==> src/rtl/dmem_arbiter_pkg.sv <==
// rtl/dmem_arbiter_pkg.sv - shared types and constants for the data-memory arbiter
package dmem_arb_pkg;

  localparam int WORD_BYTES = 4;
  localparam int REQ_ADDR_W = 32;

  typedef struct packed {
    logic [REQ_ADDR_W-1:0] addr;
    logic [31:0]           wdata;
    logic [WORD_BYTES-1:0] wmask;
  } req_t;

  typedef enum logic {
    OWN_A = 1'b0,
    OWN_B = 1'b1
  } owner_e;

endpackage

==> src/rtl/dmem_arbiter_if.sv <==
// rtl/dmem_arbiter_if.sv - one requester's request/response channel
interface dmem_arbiter_if #(
  parameter int ADDR_W = 32
);
  logic              req_valid;
  logic [ADDR_W-1:0] req_addr;
  logic [31:0]       req_wdata;
  logic [3:0]        req_wmask;
  logic              req_ready;
  logic              rsp_valid;
  logic [31:0]       rsp_data;

  modport master (
    output req_valid, req_addr, req_wdata, req_wmask,
    input  req_ready, rsp_valid, rsp_data
  );

  modport slave (
    input  req_valid, req_addr, req_wdata, req_wmask,
    output req_ready, rsp_valid, rsp_data
  );
endinterface

==> src/rtl/dmem_arbiter_rr_arb2.sv <==
// rtl/dmem_arbiter_rr_arb2.sv - two-input round-robin grant with priority pointer
module rr_arb2 (
  input  logic       clk,
  input  logic       reset,
  input  logic [1:0] req_i,
  output logic [1:0] gnt_o
);

  logic prio_q, prio_d;

  // Grant is combinational; nothing is granted while reset is high.
  // The pointer moves away from whichever side was just served.
  always_comb begin
    gnt_o  = 2'b00;
    prio_d = prio_q;
    if (!reset) begin
      case (req_i)
        2'b01:   gnt_o = 2'b01;
        2'b10:   gnt_o = 2'b10;
        2'b11:   gnt_o = prio_q ? 2'b10 : 2'b01;
        default: gnt_o = 2'b00;
      endcase
    end
    if (gnt_o[0]) begin
      prio_d = 1'b1;
    end else if (gnt_o[1]) begin
      prio_d = 1'b0;
    end
  end

  // Priority pointer register, A first out of reset.
  always_ff @(posedge clk) begin
    if (reset) begin
      prio_q <= 1'b0;
    end else begin
      prio_q <= prio_d;
    end
  end

endmodule

==> src/rtl/dmem_arbiter.sv <==
// rtl/dmem_arbiter.sv - shares one data-RAM port between two requesters; DMEM_ARB_STATS_EN adds stall counters
module dmem_arbiter
  import dmem_arb_pkg::*;
#(
  parameter int MEM_AW = 14
`ifdef DMEM_ARB_STATS_EN
  , parameter int STAT_W = 16
`endif
) (
  input  logic              clk,
  input  logic              reset,
  dmem_arbiter_if.slave     a_if,
  dmem_arbiter_if.slave     b_if,
  output logic [MEM_AW-1:0] mem_addr,
  output logic [31:0]       mem_wdata,
  output logic [3:0]        mem_wmask,
  output logic              mem_cen,
  input  logic [31:0]       mem_data
`ifdef DMEM_ARB_STATS_EN
  , output logic [STAT_W-1:0] stall_a
  , output logic [STAT_W-1:0] stall_b
`endif
);

  localparam int OFS = $clog2(WORD_BYTES);

  logic [1:0] gnt;
  req_t       req_a, req_b, req_sel;
  logic       accept;

  rr_arb2 u_rr_arb2 (
    .clk   (clk),
    .reset (reset),
    .req_i ({b_if.req_valid, a_if.req_valid}),
    .gnt_o (gnt)
  );

  assign a_if.req_ready = gnt[0];
  assign b_if.req_ready = gnt[1];
  assign accept         = |gnt;

  // Request mux: granted requester drives the RAM port, idle port is all zero.
  always_comb begin
    req_a   = '{addr: REQ_ADDR_W'(a_if.req_addr), wdata: a_if.req_wdata, wmask: a_if.req_wmask};
    req_b   = '{addr: REQ_ADDR_W'(b_if.req_addr), wdata: b_if.req_wdata, wmask: b_if.req_wmask};
    req_sel = '0;
    if (gnt[0]) begin
      req_sel = req_a;
    end else if (gnt[1]) begin
      req_sel = req_b;
    end
  end

  // Byte offset and bits above the RAM depth are dropped, so the RAM wraps.
  assign mem_addr  = req_sel.addr[MEM_AW+OFS-1:OFS];
  assign mem_wdata = req_sel.wdata;
  assign mem_wmask = req_sel.wmask;
  assign mem_cen   = accept;

  logic unused_addr_bits;
  assign unused_addr_bits = &{1'b0, req_sel.addr[OFS-1:0], req_sel.addr[REQ_ADDR_W-1:MEM_AW+OFS]};

  owner_e rsp_owner_q, rsp_owner_d;
  logic   rsp_pend_q, rsp_pend_d;
  logic   rsp_wr_q, rsp_wr_d;

  // Response tracker next state: every accept reloads owner and kind.
  always_comb begin
    rsp_pend_d  = accept;
    rsp_owner_d = rsp_owner_q;
    rsp_wr_d    = rsp_wr_q;
    if (accept) begin
      rsp_owner_d = gnt[1] ? OWN_B : OWN_A;
      rsp_wr_d    = |req_sel.wmask;
    end
  end

  // Response tracker registers.
  always_ff @(posedge clk) begin
    if (reset) begin
      rsp_pend_q  <= 1'b0;
      rsp_owner_q <= OWN_A;
      rsp_wr_q    <= 1'b0;
    end else begin
      rsp_pend_q  <= rsp_pend_d;
      rsp_owner_q <= rsp_owner_d;
      rsp_wr_q    <= rsp_wr_d;
    end
  end

  // Reset gates the outputs too, so an in-flight response is dropped at once.
  assign a_if.rsp_valid = rsp_pend_q && (rsp_owner_q == OWN_A) && !reset;
  assign b_if.rsp_valid = rsp_pend_q && (rsp_owner_q == OWN_B) && !reset;
  assign a_if.rsp_data  = (a_if.rsp_valid && !rsp_wr_q) ? mem_data : 32'h0;
  assign b_if.rsp_data  = (b_if.rsp_valid && !rsp_wr_q) ? mem_data : 32'h0;

`ifdef DMEM_ARB_STATS_EN
  logic [STAT_W-1:0] stall_a_q, stall_b_q;

  // Saturating stall counters: count cycles a side waits with valid high.
  always_ff @(posedge clk) begin
    if (reset) begin
      stall_a_q <= '0;
      stall_b_q <= '0;
    end else begin
      if (a_if.req_valid && !gnt[0] && (stall_a_q != '1)) begin
        stall_a_q <= stall_a_q + 1'b1;
      end
      if (b_if.req_valid && !gnt[1] && (stall_b_q != '1)) begin
        stall_b_q <= stall_b_q + 1'b1;
      end
    end
  end

  assign stall_a = stall_a_q;
  assign stall_b = stall_b_q;
`endif

endmodule

==> src/flat_wrapper.sv <==
// flat-port wrapper written by rule: the top's interface ports become plain ports
module dmem_arbiter_flat import dmem_arb_pkg::*;
#(
  parameter int MEM_AW = 14

)
  (clk, reset, mem_addr, mem_wdata, mem_wmask, mem_cen, mem_data, a_if_req_valid, a_if_req_addr, a_if_req_wdata, a_if_req_wmask, a_if_req_ready, a_if_rsp_valid, a_if_rsp_data, b_if_req_valid, b_if_req_addr, b_if_req_wdata, b_if_req_wmask, b_if_req_ready, b_if_rsp_valid, b_if_rsp_data);
  dmem_arbiter_if #(.ADDR_W(32)) a_if_i ();
  dmem_arbiter_if #(.ADDR_W(32)) b_if_i ();
  input  logic clk;
  input  logic reset;
  output logic [MEM_AW-1:0] mem_addr;
  output logic [31:0] mem_wdata;
  output logic [3:0] mem_wmask;
  output logic mem_cen;
  input  logic [31:0] mem_data;
  input wire logic [$bits(a_if_i.req_valid)-1:0] a_if_req_valid;
  input wire logic [$bits(a_if_i.req_addr)-1:0] a_if_req_addr;
  input wire logic [$bits(a_if_i.req_wdata)-1:0] a_if_req_wdata;
  input wire logic [$bits(a_if_i.req_wmask)-1:0] a_if_req_wmask;
  output wire logic [$bits(a_if_i.req_ready)-1:0] a_if_req_ready;
  output wire logic [$bits(a_if_i.rsp_valid)-1:0] a_if_rsp_valid;
  output wire logic [$bits(a_if_i.rsp_data)-1:0] a_if_rsp_data;
  input wire logic [$bits(b_if_i.req_valid)-1:0] b_if_req_valid;
  input wire logic [$bits(b_if_i.req_addr)-1:0] b_if_req_addr;
  input wire logic [$bits(b_if_i.req_wdata)-1:0] b_if_req_wdata;
  input wire logic [$bits(b_if_i.req_wmask)-1:0] b_if_req_wmask;
  output wire logic [$bits(b_if_i.req_ready)-1:0] b_if_req_ready;
  output wire logic [$bits(b_if_i.rsp_valid)-1:0] b_if_rsp_valid;
  output wire logic [$bits(b_if_i.rsp_data)-1:0] b_if_rsp_data;
  assign a_if_i.req_valid = a_if_req_valid;
  assign a_if_i.req_addr = a_if_req_addr;
  assign a_if_i.req_wdata = a_if_req_wdata;
  assign a_if_i.req_wmask = a_if_req_wmask;
  assign a_if_req_ready = a_if_i.req_ready;
  assign a_if_rsp_valid = a_if_i.rsp_valid;
  assign a_if_rsp_data = a_if_i.rsp_data;
  assign b_if_i.req_valid = b_if_req_valid;
  assign b_if_i.req_addr = b_if_req_addr;
  assign b_if_i.req_wdata = b_if_req_wdata;
  assign b_if_i.req_wmask = b_if_req_wmask;
  assign b_if_req_ready = b_if_i.req_ready;
  assign b_if_rsp_valid = b_if_i.rsp_valid;
  assign b_if_rsp_data = b_if_i.rsp_data;
  dmem_arbiter #(.MEM_AW(MEM_AW)) u_core (.clk(clk), .reset(reset), .a_if(a_if_i), .b_if(b_if_i), .mem_addr(mem_addr), .mem_wdata(mem_wdata), .mem_wmask(mem_wmask), .mem_cen(mem_cen), .mem_data(mem_data));
endmodule
==> config.mk <==
export PLATFORM = sky130hd
export DESIGN_NAME = dmem_arbiter_flat
export DESIGN_NICKNAME = d
export VERILOG_FILES = /design/src/rtl/dmem_arbiter_pkg.sv /design/src/rtl/dmem_arbiter_if.sv /design/src/rtl/dmem_arbiter_rr_arb2.sv /design/src/rtl/dmem_arbiter.sv /design/src/flat_wrapper.sv
export SDC_FILE = /design/constraint.sdc
export NUM_CORES = 1
export LEC_CHECK = 0
export BUFFER_PORTS_ARGS = -buffer_cell sky130_fd_sc_hd__buf_2
export CORE_AREA = 2 2 114 116
export CTS_CLUSTER_DIAMETER = 150
export DETAILED_ROUTE_END_ITERATION = 10
export DIE_AREA = 0 0 116 118
export PLACE_DENSITY = 0.44
export SLEW_MARGIN = 20
export SYNTH_ARGS = -nofsm -noshare
export SYNTH_HDL_FRONTEND = slang
export SYNTH_SLANG_ARGS = --single-unit
==> constraint.sdc <==
create_clock -name clk -period 3.6 [get_ports clk]
set_input_delay 0.36 -clock clk [delete_from_list [all_inputs] [get_ports clk]]
set_output_delay 0.36 -clock clk [all_outputs]
set_load 0.02 [all_outputs]
==> metrics.csv <==
stage,metric,value,unit
critical_path,startpoint_type,flop,
critical_path,critical_path_required,3.24,ns
clock_network,cts_resized,0,
die,num_rows,41,
min_path,hp-start,reset,
logic_synthesis,synth.most_common_cell,and2_1,
grt,met3_usage,1.648,%
clock_network,clk_pin_slew,0.03,ns
sta,maxSlewHeadroom,52.23,%
critical_path,cp_cell_sequence,nand2b_4 -> and3b_1 -> buf_4 -> a22o_1 -> buf_2,
cells_and_area,diodes,0,
critical_path,ff2ff_path_depth,4,
logic_synthesis,synth_area_leaders,"a22o_1 (32%), and2_1 (32%), dfxtp_1 (6.4%)",
grt,grt_pass1_wl,8556,um
critical_path,r2r_start,u_core.u_rr_arb2.prio_q,
routing,dr.first_iter.drc_count,42,
critical_path,arrival,1.88,ns
min_path,hp-class,input pin to flop,
min_path,whs_path_depth,2,
die,die_w,116,um
logic_synthesis,avgSynthCellArea,7.691,um^2
clock_network,cts_sinks,4,
critical_path,cp-end-kind,output pin,
clock_network,cts_htree_levels,1,
cells_and_area,syn_to_final_growth,114.2,%
logic_synthesis,yosys.area.top_type,a22o_1,
placed_design,dpl_worst_slack,1.396,ns
run,max_cap_violations,0,
sta,finClkSkew,0.0004120,ns
logic_synthesis,syn-num-nets,335,
logic_synthesis,synthTopCellsByCount,"and2_1 (64), a22o_1 (46), nor2_1 (8)",
routing,wl_per_cell,10.63,um
critical_path,worstPathMaxFanout,48,
pwr,leakagePower,1.696,nW
grt,grt_pass1_vias,1934,
logic_synthesis,syn_area,1254,um^2
pwr,power,517.9,uW
sta,tightest_slew,0.7165,ns
grt,met1_usage,7.635,%
routing,drtPass1Iterations,4,
grt,antenna_found_initial,0,
clock_network,hold_buffers,0,
sta,finalMaxSlewViolations,0,
run_status,outcome,"finished, final reports clean",
sta,rsz0062_at_grt,false,
sta,setup-violations-final,0,
logic_synthesis,yosys_most_used_dff,dfxtp_1,
logic_synthesis,synth-edff-count,0,
critical_path,cp.depth,5,
placed_design,place_congestion,0.7044,
critical_path,rrSetupSlack,2.20,ns
clock_network,clock_latency,0.22,ns
pwr,ir_drop,0.0001231,V
die,boundaryPins,291,
die,dieArea,13690,um^2
routing,via_per_inst,3.818,
routing,vias,2199,
logic_synthesis,seq_area_frac_synth,6.387,%
cells_and_area,final_util,21.63,%
routing,drt_wl_total,6124,um
logic_synthesis,yosysUniqueCellTypes,26,
logic_synthesis,synth_top_area_share,32.14,%
clock_network,cts_buffers,3,
pwr,pwr_density_cell,192.9,nW/um^2
clock_network,root_buffer,clkbuf_16,
grt,met2_usage,15.31,%
logic_synthesis,ys_async_sr_fraction,0,%
sta,clock.fmax,0.4460,GHz
clock_network,cts_setup_buffers,0,
critical_path,path_buf_inv,2,
sta,fin_crit,2.242,ns
placed_design,io_buffers,254,
cells_and_area,fill_cells,1425,
critical_path,slowest_delay,0.42,ns
sta,fin_tns_setup,0,ns
grt,grt.busiest_layer,met2,
logic_synthesis,ys_ff_latch,4,
clock_network,cts_tree,yes,
grt,track_usage,7.485,%
logic_synthesis,ys_warn_count,0,
die,coreArea,12410,um^2
critical_path,crit_type,flop to output pin,
grt,grt.overflow.total,0,
placed_design,dp_hpwl,5403,um
cells_and_area,layout-drive-gt1-share,65.59,%
die,die_h,118,um
sta,hold_violations,0,
logic_synthesis,synthCells,163,
critical_path,crit_start,u_core.u_rr_arb2.prio_q,
cells_and_area,nNetsFinal,578,
grt,grt_max_degree,49,
critical_path,slowest_stage,buf_4,
clock_network,cts_buffer_depth,2,
critical_path,crit_family,buffers and inverters,
sta,period_share,62.28,%
sta,setup_slack,1.358,ns
die,initial_core_util,10.10,%
routing,detail-route-antenna-nets,0,
routing,drc_errors,0,
-- cells in the final DEF (no fill, tap or decap), types with 2 or more instances in the layout --
master	Yosys	final
a22o_1	46	46
a32oi_1	5	5
and2_1	64	64
and3b_1	2	2
buf_2	7	254
buf_4	1	2
clkbuf_16	0	3
dfxtp_1	4	4
inv_1	2	2
nor2_1	8	8
or2_2	2	2
-- cell type report --
class                      count  area, um^2  share of cell area [%]
clock buffer                   3       75.07                   2.796
tap                          172       215.2                   8.015
sequential                     4       80.08                   2.982
inverter                       2       7.507                  0.2796
multi-input combinational    139        1021                   38.02
timing repair buffer         256        1286                   47.90
-- path summary, 6_finish.rpt --
path                              to
min reg2reg  u_core.u_rr_arb2.prio_q
max                      mem_addr[6]
max reg2reg       u_core.rsp_owner_q
min                u_core.rsp_pend_q
-- power by group --
group	internal (mW)	total, mW	leakage, nW	switching (mW)
Combinational	0.133	0.295	1.63	0.162
Sequential	0.0484	0.0515	0.0335	0.00312
Clock	0.142	0.171	0.0370	0.0297
-- through the flow --
step | instance area (um^2) | std cells | hold WS, ns
floorplan | 1254 | 163 | 0.4912
global placement | 2610 | 573 | 0.5311
detailed placement | 2610 | 573 | 0.5413
CTS | 2685 | 576 | 0.4649
global route | 2685 | 576 | 0.4925
finish | 2685 | 576 | 0.4625
-- logic make-up (layout without fill, tap and decap cells) --
kind of cell | Yosys count | after routing | share of synthesized area (%)
DFF | 4 | 4 | 6.387
AOI/OAI and AO/OA | 55 | 55 | 39.22
buffers and inverters | 20 | 261 | 12.18
and+or+nand+nor | 84 | 84 | 42.22
-- metal layers --
layer / wire [um] / vias up
met5: 0 / -
met4: 36 / 0
met3: 690 / 7
met2: 3177 / 153
met1: 2220 / 964
li1: - / 1075
-- flip-flops by register name (all words and copies together) (netlist names) --
signal                   count
u_core.rsp_wr_q              1
u_core.rsp_pend_q            1
u_core.rsp_owner_q           1
u_core.u_rr_arb2.prio_q      1
Power figures use the tool's default switching activity.
